`config.mk`:
```
export PLATFORM = sky130hd
export DESIGN_NAME = cache_arbiter
export DESIGN_NICKNAME = d
export VERILOG_FILES = /design/src/rtl/cache_types.sv /design/src/rtl/cache_arbiter.sv
export SDC_FILE = /design/constraint.sdc
export NUM_CORES = 1
export LEC_CHECK = 0
export BUFFER_PORTS_ARGS = -buffer_cell sky130_fd_sc_hd__buf_2
export CAP_MARGIN = 0
export CORE_AREA = 4 4 632 634
export DETAILED_ROUTE_END_ITERATION = 10
export DIE_AREA = 0 0 636 638
export PLACE_DENSITY = 0.3
export SLEW_MARGIN = 15
export SYNTH_ARGS = -nofsm -noshare
export SYNTH_HDL_FRONTEND = slang
export SYNTH_SLANG_ARGS = --single-unit
```
`constraint.sdc`:
```
create_clock -name clk -period 37.7 [get_ports clk]
set_input_delay 7.54 -clock clk [delete_from_list [all_inputs] [get_ports clk]]
set_output_delay 7.54 -clock clk [all_outputs]
set_load 0.01 [all_outputs]
```
`src/rtl/cache_types.sv`:
```
// Shared types for the cache arbiter: FSM state enum and captured request struct.
// The struct widths bound the widest LINE_W/ADDR_W the arbiter can be built with.
package cache_types;

  localparam int unsigned ARB_ADDR_W = 32;
  localparam int unsigned ARB_LINE_W = 256;

  typedef enum logic [1:0] {
    IDLE    = 2'd0,
    SERVE_I = 2'd1,
    SERVE_D = 2'd2
  } arb_state_t;

  typedef struct packed {
    logic [ARB_ADDR_W-1:0] addr;
    logic                  read;
    logic                  write;
    logic [ARB_LINE_W-1:0] wdata;
  } arb_req_t;

endpackage

```
`src/rtl/cache_arbiter.sv`:
```
// Two-port (I/D cache) to single memory port arbiter with one idle bubble per transaction.
// Conflict policy: fixed D priority by default; define ARB_ROUND_ROBIN_EN for round-robin.
module cache_arbiter
  import cache_types::*;
#(
  parameter int LINE_W = 256,
  parameter int ADDR_W = 32
) (
  input  logic              clk,
  input  logic              rst,

  input  logic [ADDR_W-1:0] i_dfp_addr,
  input  logic              i_dfp_read,
  input  logic              i_dfp_write,
  input  logic [LINE_W-1:0] i_dfp_wdata,
  output logic [LINE_W-1:0] i_dfp_rdata,
  output logic              i_dfp_resp,

  input  logic [ADDR_W-1:0] d_dfp_addr,
  input  logic              d_dfp_read,
  input  logic              d_dfp_write,
  input  logic [LINE_W-1:0] d_dfp_wdata,
  output logic [LINE_W-1:0] d_dfp_rdata,
  output logic              d_dfp_resp,

  output logic [ADDR_W-1:0] dfp_addr,
  output logic              dfp_read,
  output logic              dfp_write,
  output logic [LINE_W-1:0] dfp_wdata,
  input  logic [LINE_W-1:0] dfp_rdata,
  input  logic              dfp_resp
);

  arb_state_t r_state;
  arb_state_t w_next;
  arb_req_t   r_req;
  arb_req_t   w_req_sel;
  logic       w_i_pend;
  logic       w_d_pend;
  logic       w_grant_d;
  logic       w_enter;
  logic       w_serving;

`ifdef ARB_ROUND_ROBIN_EN
  // 1 = I-side wins the next conflict; after reset the I side goes first.
  logic       r_prio_i;
`endif

  always_comb begin
    w_i_pend  = i_dfp_read | i_dfp_write;
    w_d_pend  = d_dfp_read | d_dfp_write;
`ifdef ARB_ROUND_ROBIN_EN
    w_grant_d = w_d_pend & (~w_i_pend | ~r_prio_i);
`else
    w_grant_d = w_d_pend;
`endif
    w_req_sel = '0;
    if (w_grant_d) begin
      w_req_sel.addr  = ARB_ADDR_W'(d_dfp_addr);
      w_req_sel.read  = d_dfp_read;
      w_req_sel.write = d_dfp_write;
      w_req_sel.wdata = ARB_LINE_W'(d_dfp_wdata);
    end else begin
      w_req_sel.addr  = ARB_ADDR_W'(i_dfp_addr);
      w_req_sel.read  = i_dfp_read;
      w_req_sel.write = i_dfp_write;
      w_req_sel.wdata = ARB_LINE_W'(i_dfp_wdata);
    end
  end

  always_ff @(posedge clk or posedge rst) begin
    if (rst) r_state <= IDLE;
    else     r_state <= w_next;
  end

  always_comb begin
    w_next = r_state;
    case (r_state)
      IDLE: begin
        if (w_grant_d)     w_next = SERVE_D;
        else if (w_i_pend) w_next = SERVE_I;
      end
      SERVE_I, SERVE_D: begin
        if (dfp_resp) w_next = IDLE;
      end
      default: w_next = IDLE;
    endcase
  end

  assign w_enter = (r_state == IDLE) && (w_next != IDLE);

  // Request payload is data; outputs are qualified by r_state, so no reset needed.
  always_ff @(posedge clk) begin
    if (w_enter) r_req <= w_req_sel;
  end

`ifdef ARB_ROUND_ROBIN_EN
  always_ff @(posedge clk or posedge rst) begin
    if (rst)          r_prio_i <= 1'b1;
    else if (w_enter) r_prio_i <= (w_next == SERVE_D);
  end
`endif

  always_comb begin
    w_serving   = (r_state == SERVE_I) || (r_state == SERVE_D);
    dfp_read    = w_serving & r_req.read;
    dfp_write   = w_serving & r_req.write;
    dfp_addr    = r_req.addr[ADDR_W-1:0];
    dfp_wdata   = r_req.wdata[LINE_W-1:0];
    i_dfp_resp  = (r_state == SERVE_I) & dfp_resp;
    d_dfp_resp  = (r_state == SERVE_D) & dfp_resp;
    i_dfp_rdata = (r_state == SERVE_I) ? dfp_rdata : '0;
    d_dfp_rdata = (r_state == SERVE_D) ? dfp_rdata : '0;
  end

endmodule
```
**Word-level counts from Yosys, hierarchy flattened**

Index checks and enable logic that the tools add are counted.

- Input port bits: 839
- Bits in registers: 292
- Word-level logic and storage cells: 25
- Output and inout port bits: 804

- Muxes and demuxes: 7
- Reductions and logical operators: 5
- Bitwise operators: 6
- Eq/ne operators: 2

Operators with widths:

| cell | number |
|---|---|
| $mux 256 | 2 |
| $mux 290 | 1 |
| $mux 2 | 3 |
| $and 1x1->1 | 4 |
| $pmux 2 s2 | 1 |
| $eq 2x1->1 const B | 1 |
| $eq 2x2->1 const B | 1 |
| $logic_not 2->1 | 1 |
| $or 1x1->1 | 2 |
| $reduce_bool 2->1 | 1 |
| $reduce_or 2->1 | 1 |
| $logic_and 1x1->1 | 1 |
| $logic_or 1x1->1 | 1 |

**Depth between registers and ports, before layout**

Gate-level depths: netlist of run 1.

- Depth in word-level cells: 6
- Gate-level depth with buffers: 5
- Mapped depth without buffers: 5

**Worst setup path before layout of run 1**

Ideal clock, no wire load.

- Kind: input port to flip-flop
- Start: input i_dfp_write
- End: register r_req, in the netlist dfp_addr[0] (enable)
- Stages on the path: 3
- Data required time: 36585 ps
- Library setup time: 1115 ps
- Arrival: 23318 ps
- Setup slack: 13267 ps
- Buffers on the path: 0
- Path through: nor2_1 nand3_1 a31oi_1

- Longest elaborated chain between the ends: 6

Ends and longest elaborated chain:

| item | line | source |
|---|---|---|
| start, declared | cache_arbiter.sv:14 | `input logic i_dfp_write,` |
| $or 1x1->1 | cache_arbiter.sv:50 | `w_i_pend = i_dfp_read \| i_dfp_write;` |
| $mux 2 | cache_arbiter.sv:81 | `else if (w_i_pend) w_next = SERVE_I;` |
| $mux 2 | cache_arbiter.sv:80 | `if (w_grant_d) w_next = SERVE_D;` |
| $pmux 2 s2 | cache_arbiter.sv:78 | `case (r_state)` |
| $reduce_bool 2->1 | cache_arbiter.sv:90 | `assign w_enter = (r_state == IDLE) && (w_next != IDLE);` |
| $logic_and 1x1->1 | cache_arbiter.sv:90 |  |
| net w_enter | cache_arbiter.sv:41 | `logic w_enter;` |
| end signal, assigned | cache_arbiter.sv:94 | `if (w_enter) r_req <= w_req_sel;` |
| end, declared | cache_arbiter.sv:36 | `arb_req_t r_req;` |

The timed path passes the listed nets, and every way through them passes these cells.
A chain may end at the register's enable or synchronous reset.

**Worst setup path in the final report of run 1**

- Start: input dfp_rdata[23]
- End: output i_dfp_rdata[23]

- Longest elaborated chain between the ends: 1

Ends and longest elaborated chain:

| item | line | source |
|---|---|---|
| start, declared | cache_arbiter.sv:30 | `input logic [LINE_W-1:0] dfp_rdata,` |
| $mux 256 | cache_arbiter.sv:112 | `i_dfp_rdata = (r_state == SERVE_I) ? dfp_rdata : '0;` |
| end, declared | cache_arbiter.sv:16 | `output logic [LINE_W-1:0] i_dfp_rdata,` |

Every way passes these cells.

==> flow_summary.yaml, run 1 <==
sta:
  maxSlewViolCount: 0
  finalSetupViolCount: 0
  rsz0062_at_grt: "no"
  hold_violations: 0
  max_freq_ghz: 0.0618
  period_share: 0.429
  final.setup.tns_ns: 0
  maxSlewHeadroom: 0.0878
  tightest_slew_ns: 1.37
  clock_skew_ns: 0.0371
  finalCriticalPeriod_ns: 16.18
  fin_ws_ns: 21.52
setup_path:
  crit_chain: "buf_2 -> and2_1 -> buf_2"
  path_buf_inv: 2
  start_kind: "input pin"
  cp_slowest_stage_delay_ns: 0.64
  crit_fanout: 2
  crit_type: "in2out"
  crit_family: "simple AND/OR/NAND/NOR gates"
  setup.worst_path.end_class: "output port"
  crit_slowest_cell: "and2_1"
  crit_required_ns: 30.16
  cp.arrival_ns: 8.64
  crit_top_cell: "buf_2"
clocking:
  htree_levels: 2
  cts_tree: "built"
  cts_inserted_buffers: 46
  cts_setup_buffers: 0
  cts_resized: 0
  clock_path_buffers: 3
  clock-sinks: 292
  worstSkewPairLatency_ns: 0.69
  clkTransAtPathRegs_ns: 0.06
  cts_root_buffer: "clkbuf_16"
  cts_hold_buf: 0
die:
  pin_count: 1643
  initial_core_util: 0.0478
  rows: 231
  fp.dieH_um: 638
  die_x_um: 636
  die_area_um2: 406000
  core_um2: 394000
grt:
  grtUsageMet3: 0.0495
  grt-busiest-layer: "met2"
  grt_pass1_vias: 17949
  met1_usage: 0.135
  antenna_found_initial: 360
  grt_max_degree: 201
  met2_usage: 0.238
  overflow: 0
  grt_pass1_wl_um: 311000
  grt_usage: 0.127
drt:
  drt-total-wl_um: 270000
  avgRoutedWirePerCell_um: 33.1
  drc: 0
  routed_via_density: 2.31
  final_antenna_net_count: 0
  drt_pass1_iterations: 5
  vias: 18849
  first_iter_violations: 1490
cells_and_area:
  area_growth_pct: 74.4
  layout.filler_cells: 46405
  fin_nets: 3666
  drive_gt1_frac: 0.706
  layout_commonest_cell: "buf_2"
  mostFrequentLayoutCells: "1642 x buf_2, 516 x and2_1, 290 x edfxtp_1"
  multi_input_area_um2: 7400
  sequential_cell_area_um2: 8760
place:
  routabilityCongestion: 1.07
  preCtsSetupSlack_ns: 21.37
  port_buffers: 1642
  hpwl_um: 250000
synthesis:
  syn_nets: 2341
  synth_cells: 1498
  syn_area_per_cell_um2: 12.6
  ys_warn_count: 0
  synthTopCellsByArea: "edfxtp_1 46%, and2_1 17%, mux2_4 16%, buf_4 11%, mux2_2 5.3%"
  syn_area_um2: 18800
  synth_area_leader_cell: "edfxtp_1"
  seq_area_frac_synth: 0.465
  ys_types: 24
  yosysTopAreaCellShare: 0.462
  synth.ff_latch_count: 292
run:
  maxCapViolations: 0
power:
  ir_drop_mv: 0.0508
  p_per_area_nw_per_um2: 58.0
  cellLeakagePower_nw: 14.4
  power_mw: 1.90
worst_hold_path:
  min_path_type: "reg2reg"
status:
  status: "completed"
## synth_stat cells
library cell,number
and2_1,516
edfxtp_1,290
buf_4,288
mux2_4,200
mux2_2,88
clkbuf_1,56
buf_6,24
buf_2,8
inv_1,8
ha_1,4
dfrtp_1,2
nor2b_1,2
a211o_1,1
a21o_1,1
a31oi_1,1
a32oi_1,1
nand2_1,1
nand3_1,1
nand3b_1,1
nor2_1,1
nor3_1,1
o21ai_0,1
or2_1,1
or3b_2,1
## tightest hold or removal path, cell delays in order, from the launching register on
cell,delay (ns)
dfrtp_1,0.45
nand3b_1,0.12
a211o_1,0.18
inv_1,0.06
## cell families (layout without fill, tap and decap cells)
family | Yosys count | in the layout | share of synthesized area
multiplexers | 288 | 288 | 0.212
flip-flops | 292 | 292 | 0.465
AO/OA/AOI/OAI | 5 | 5 | 0.00193
adder cells (fa/ha/maj) | 4 | 4 | 0.00266
other | 0 | 73 | 0
buffers and inverters | 384 | 1747 | 0.144
AND/OR/NAND/NOR | 525 | 525 | 0.174
## sequential cells by signal, summed over array words and instances (netlist names)
| register | flops |
|---|---|
| dfp_wdata | 256 |
| r_state | 2 |
| dfp_addr | 32 |
| r_req | 2 |
## stage by stage
step | cell area (um^2) | utilization | instances | hold WS [ns]
floorplan | 18800 | - | 1498 | 0.677
global placement | 31100 | 0.0789 | 8017 | 0.815
detailed placement | 31100 | 0.0789 | 8017 | 0.835
CTS | 32700 | 0.0829 | 8103 | 0.843
global route | 32700 | 0.0831 | 8135 | 0.881
finish | 32800 | 0.0833 | 8176 | 0.845
## where the power goes
part	total [mW]	leakage (nW)	internal (mW)	switching, mW
clock network	0.466	0.756	0.268	0.198
registers	0.552	2.75	0.521	0.0308
logic	0.887	10.9	0.267	0.620
total	1.90	14.4	1.06	0.849
## layer usage
| metal | vias up | wire length (um) | share of wire |
|---|---|---|---|
| met2 | 1658 | 141000 | 0.52 |
| met1 | 8947 | 96100 | 0.36 |
| met4 | 88 | 7750 | 0.029 |
| met5 | - | 597 | 0.0022 |
| met3 | 627 | 25300 | 0.093 |
| li1 | 7529 | - | - |
## cell type report
cell class | count | share of cell area
flip-flops and latches | 292 | 0.267
repair buffers | 1653 | 0.254
multi-input cells | 822 | 0.225
well taps | 5242 | 0.200
clock buffers | 52 | 0.0357
clock inverters | 34 | 0.0118
diodes | 73 | 0.00556
inverters | 8 | 0.000914
## path summary, 6_finish.rpt
check | from | endpoint | slack (ns) | cells past startpoint
min in group asynchronous | rst | r_state[1] | 6.72 | 2
worst max register to register | r_state[0] | dfp_addr[15] | 33.52 | 8
worst min register to register | r_state[0] | r_state[0] | 0.84 | 3
max in group asynchronous | rst | r_state[0] | 30.87 | 2
worst min-delay path | r_state[0] | r_state[0] | 0.84 | 3
worst max-delay path | dfp_rdata[23] | i_dfp_rdata[23] | 21.52 | 3
No activity file was read; power rests on OpenSTA's default activity.
==> inputs of run 2 (changes only) <==
clock period = 16.6 ns   (was 37.7 ns; I/O delays follow)
==> run 2 against run 1 <==
- sequential power up 130%
- utilization down 0.054 points
- cell count down 0.44%
- global-route usage down 0.12 points
- clock skew up 0.014 ns
- clock-buffer cell count up 1
- via count down 2.1%
- critical path depth unchanged
- highest routed layer unchanged
==> flow_summary.yaml, run 2 (synthesized netlist as in run 1, its figures left out) <==
status:
  status: "completed"
power:
  ir_drop_mv: 0.0916
  cellLeakagePower_nw: 14.4
  power_mw: 4.27
  p_per_area_nw_per_um2: 131
place:
  hpwl_um: 246000
  port_buffers: 1642
  routabilityCongestion: 0.991
cells_and_area:
  drive_gt1_frac: 0.704
  layout_commonest_cell: "buf_2"
  area_growth_pct: 73.3
  mostFrequentLayoutCells: "1642 x buf_2, 516 x and2_1, 290 x edfxtp_1"
  fin_nets: 3668
  layout.filler_cells: 46340
  largest_reg_flops: 256
sta:
  maxSlewHeadroom: 0.265
  final.setup.tns_ns: 0
  clock_skew_ns: 0.0513
  period_share: 0.464
  finalCriticalPeriod_ns: 7.70
  finalSetupViolCount: 0
  maxSlewViolCount: 0
  hold_violations: 0
  rsz0062_at_grt: "no"
  tightest_slew_ns: 1.10
  max_freq_ghz: 0.130
setup_path:
  worst-r2r-cell-count: 8
  crit_required_ns: 13.28
  rrSetupSlack_ns: 11.73
  crit_top_cell: "buf_2"
  crit_type: "in2out"
  setup.worst_path.start: "dfp_rdata[22]"
  start_kind: "input pin"
  cp_slowest_stage_delay_ns: 0.59
  setup.worst_path.end_class: "output port"
  worst_r2r_endpoint: "dfp_wdata[43]"
  critPathCapture: "i_dfp_rdata[22]"
  r2r-start: "r_state[0]"
  cp.arrival_ns: 4.38
  crit_chain: "buf_2 -> and2_1 -> buf_2"
  crit_slowest_cell: "and2_1"
  crit_fanout: 2
grt:
  antenna_found_initial: 349
  grt_max_degree: 115
  grt_pass1_vias: 18071
  grt_pass1_wl_um: 310000
  grt_usage: 0.126
  overflow: 0
die:
  die_area_um2: 406000
  fp.dieH_um: 638
  initial_core_util: 0.0478
  pin_count: 1643
  die_x_um: 636
  rows: 231
  core_um2: 394000
clocking:
  clock-sinks: 292
  cts_root_buffer: "clkbuf_16"
  clock_path_buffers: 3
  worstSkewPairLatency_ns: 0.68
  cts_setup_buffers: 0
  clkTransAtPathRegs_ns: 0.05
  htree_levels: 2
  cts_tree: "built"
  cts_inserted_buffers: 45
  cts_resized: 0
  cts_hold_buf: 0
drt:
  routed_via_density: 2.27
  drt_pass1_iterations: 5
  vias: 18448
  avgRoutedWirePerCell_um: 32.8
  drt-total-wl_um: 267000
  first_iter_violations: 1080
  final_antenna_net_count: 0
  drc: 0
run:
  maxCapViolations: 0
worst_hold_path:
  min_path_type: "reg2reg"
==> run 2: changes by cell type in the layout (fill, tap and decap cells not counted), moves of 2 or more <==
cell / previous run / this run
diode_2: 73 / 41
clkbuf_1: 6 / 8
buf_4: 7 / 12
clkinv_2: 9 / 6
buf_12: 4 / 2
clkinv_1: 6 / 8
clkinv_4: 2 / 0
inv_6: 5 / 1
bufinv_16: 6 / 3
==> run 2: worst min-delay path by stage <==
stage                    start    endpoint  slack, ns  depth (start not counted)
finish              r_state[0]  r_state[0]       0.85                          3
CTS                 r_state[0]  r_state[0]       0.85                          3
global route        r_state[0]  r_state[0]       0.87                          3
global placement    r_state[0]  r_state[0]       0.88                          3
detailed placement  r_state[0]  r_state[0]       0.85                          3
floorplan           r_state[0]  r_state[0]       0.70                          3
==> run 2: power by group <==
part / total [mW] / internal [mW] / switching (mW)
Sequential: 1.29 / 1.19 / 0.0978
Clock: 0.984 / 0.548 / 0.436
Combinational: 2.00 / 0.604 / 1.40
Total: 4.27 / 2.34 / 1.93
==> run 2: metrics by stage <==
stage	hold WS [ns]	cells	util	setup WS [ns]	instance area [um^2]
after floorplan	0.696	1498	-	3.18	18800
after global placement	0.876	8020	0.0789	8.70	31100
after detailed placement	0.846	8020	0.0789	8.69	31100
after CTS	0.853	8099	0.0825	8.69	32500
after global routing	0.870	8116	0.0826	8.72	32600
final	0.848	8140	0.0828	8.90	32600
==> run 2: routing by layer <==
layer	vias to the layer above	GRT usage	wire length (um)
li1	7475	-	-
met1	8854	0.140	99400
met2	1483	0.240	141000
met3	564	0.0351	19400
met4	72	0.0205	7090
met5	-	0	474
==> run 2: layout make-up <==
type,instances,area [um^2],share of cell area
well taps,5242,6560,0.201
clock buffers,53,1160,0.0354
inverters,8,30.0,0.000920
multi-input cells,822,7400,0.227
flip-flops and latches,292,8760,0.268
clock inverters,26,277,0.00847
diodes,41,103,0.00314
repair buffers,1656,8350,0.256
==> run 2: worst max-delay path, delay by kind of cell <==
| kind | cells | cell delay [ns] |
|---|---|---|
| buffers and inverters | 2 | 0.44 |
| and+or+nand+nor | 1 | 0.59 |
==> inputs of run 3 (changes only) <==
ABC_AREA = 1   (was unset)
CORE_AREA = 4 4 633 635   (was 4 4 632 634)
DIE_AREA = 0 0 637 639   (was 0 0 636 638)
clock period = 8.1 ns   (was 16.6 ns; I/O delays follow)
==> run 3 against run 2 <==
- sequential share of layout area grew 0.18 points
- worst hold slack lost 0.027 ns
- power grew 100%
- critical path type is now reg2out
- largest power group unchanged
==> flow_summary.yaml, run 3 <==
sta:
  period_share: 0.595
  final.setup.tns_ns: 0
  hold_violations: 0
  clock_skew_ns: 0.0222
  maxSlewHeadroom: 0.278
  finalCriticalPeriod_ns: 4.82
  fin_ws_ns: 3.28
  finalSetupViolCount: 0
  max_freq_ghz: 0.208
  tightest_slew_ns: 1.08
  maxSlewViolCount: 0
  rsz0062_at_grt: "no"
setup_path:
  cp.arrival_ns: 3.20
  start_kind: "flip-flop"
  worst_r2r_endpoint: "dfp_wdata[37]"
  crit_required_ns: 6.48
  r2r-start: "r_state[0]"
  rrSetupSlack_ns: 4.81
  crit_type: "reg2out"
  worst-r2r-cell-count: 7
  crit_fanout: 142
  setup.worst_path.end_class: "output port"
  setup.worst_path.start: "r_state[1]"
synthesis:
  ys.flop_type: "edfxtp_1"
  ys_types: 15
  synth_area_leader_cell: "edfxtp_1"
  async_flop_share: 0.00685
  synthTopCellsByArea: "edfxtp_1 46%, nand2_1 28%, buf_4 12%, inv_1 10%, buf_2 2.2%"
  ys_top_cells_by_count: "1390 x nand2_1, 526 x inv_1, 308 x buf_4, 290 x edfxtp_1, 83 x buf_2"
  syn_area_per_cell_um2: 7.18
  syn_nets: 3472
  synth.ff_latch_count: 292
  yosysTopAreaCellShare: 0.461
  synth-edff-count: 290
  synth_cells: 2629
  seq_area_frac_synth: 0.464
  ys_warn_count: 0
  syn_area_um2: 18900
  yosysMostFrequentCell: "nand2_1"
worst_hold_path:
  worstHoldStart: "r_state[1]"
  min_path_type: "reg2reg"
  min_to: "r_state[1]"
  holdPathStages: 4
drt:
  first_iter_violations: 1530
  vias: 22255
  drc: 0
  routed_via_density: 2.41
  drt-total-wl_um: 257000
  drt_pass1_iterations: 5
  final_antenna_net_count: 0
  avgRoutedWirePerCell_um: 27.8
cells_and_area:
  mostFrequentLayoutCells: "1642 x buf_2, 1390 x nand2_1, 526 x inv_1"
  layout.filler_cells: 47072
  largest_reg_flops: 256
  drive_gt1_frac: 0.435
  area_growth_pct: 71.7
  layout_commonest_cell: "buf_2"
  fin_nets: 4766
run:
  maxCapViolations: 0
status:
  status: "completed"
clocking:
  cts_hold_buf: 0
  clock-sinks: 292
  cts_resized: 0
  cts_inserted_buffers: 40
  clkTransAtPathRegs_ns: 0.05
  cts_tree: "built"
  cts_setup_buffers: 0
  htree_levels: 2
  cts_root_buffer: "clkbuf_16"
  clock_path_buffers: 3
  worstSkewPairLatency_ns: 0.62
grt:
  antenna_found_initial: 242
  overflow: 0
  grt_max_degree: 151
  grt_usage: 0.120
  grt_pass1_wl_um: 303000
  grt_pass1_vias: 21572
die:
  core_um2: 395000
  pin_count: 1643
  die_area_um2: 407000
  die_x_um: 637
  initial_core_util: 0.0478
  rows: 231
  fp.dieH_um: 639
power:
  p_per_area_nw_per_um2: 263
  power_mw: 8.53
  ir_drop_mv: 0.215
  cellLeakagePower_nw: 18.6
place:
  hpwl_um: 233000
  routabilityCongestion: 1.05
  port_buffers: 1642
  preCtsSetupSlack_ns: 2.80
==> run 3: cell types whose count changed after synthesis, sizes merged, moves of 2 or more <==
cell | before | now
nand2 | 1 | 1390
inv | 8 | 527
and2 | 516 | 0
mux2 | 288 | 0
buf | 320 | 397
clkbuf | 56 | 12
nand3 | 1 | 3
nor2b | 2 | 0
==> run 3: report_power, final <==
group          switching, mW  internal, mW
registers              0.156          2.43
logic                   3.04          1.09
clock network          0.791          1.02
==> run 3: routing by layer <==
layer	track usage	part of all wire	up-vias
met3	0.0465	0.093	542
met1	0.115	0.33	10241
met5	0	0.0013	-
li1	-	-	9922
met2	0.225	0.52	1500
met4	0.0536	0.059	50
==> run 3: critical path: stages, from the launching register on <==
cell and delay [ns]:
dfrtp_1 0.45, inv_1 0.15, ha_4 0.58, buf_12 0.40, nand2_1 0.12, inv_1 0.11, buf_2 0.26
==> run 3: worst max path at each step <==
stage,endpoint,slack [ns]
6_report,i_dfp_rdata[71],3.28
5_1_grt,i_dfp_rdata[229],3.01
4_1_cts,i_dfp_rdata[229],3.04
3_5_place_dp,dfp_wdata[38],2.80
3_3_place_gp,dfp_wdata[38],2.73
2_1_floorplan,dfp_addr[0],0.74
==> run 3: cells by family after synthesis <==
group / synth area share
and+or+nand+nor: 0.278
buffers and inverters: 0.255
DFF: 0.464
adders and majority gates: 0.00265
AOI/OAI and AO/OA: 0.000530
==> run 3: area by class of cell <==
class / instances / area [um^2] / share of cell area
sequential: 292 / 8760 / 0.270
tap: 5242 / 6560 / 0.202
timing repair buffer: 1661 / 8440 / 0.260
clock inverter: 23 / 228 / 0.00703
clock buffer: 51 / 1040 / 0.0322
antenna: 25 / 62.6 / 0.00193
inverter: 527 / 1990 / 0.0613
multi-input combinational: 1401 / 5340 / 0.165
==> run 3: per-stage QoR <==
step                instances  utilization  cell area, um^2  hold WS (ns)
global placement         9123       0.0787            31100         0.860
global route             9210       0.0820            32400         0.842
CTS                      9197       0.0819            32400         0.800
finish                   9222       0.0820            32400         0.821
detailed placement       9123       0.0787            31100         0.809
floorplan                2629            -            18900         0.683
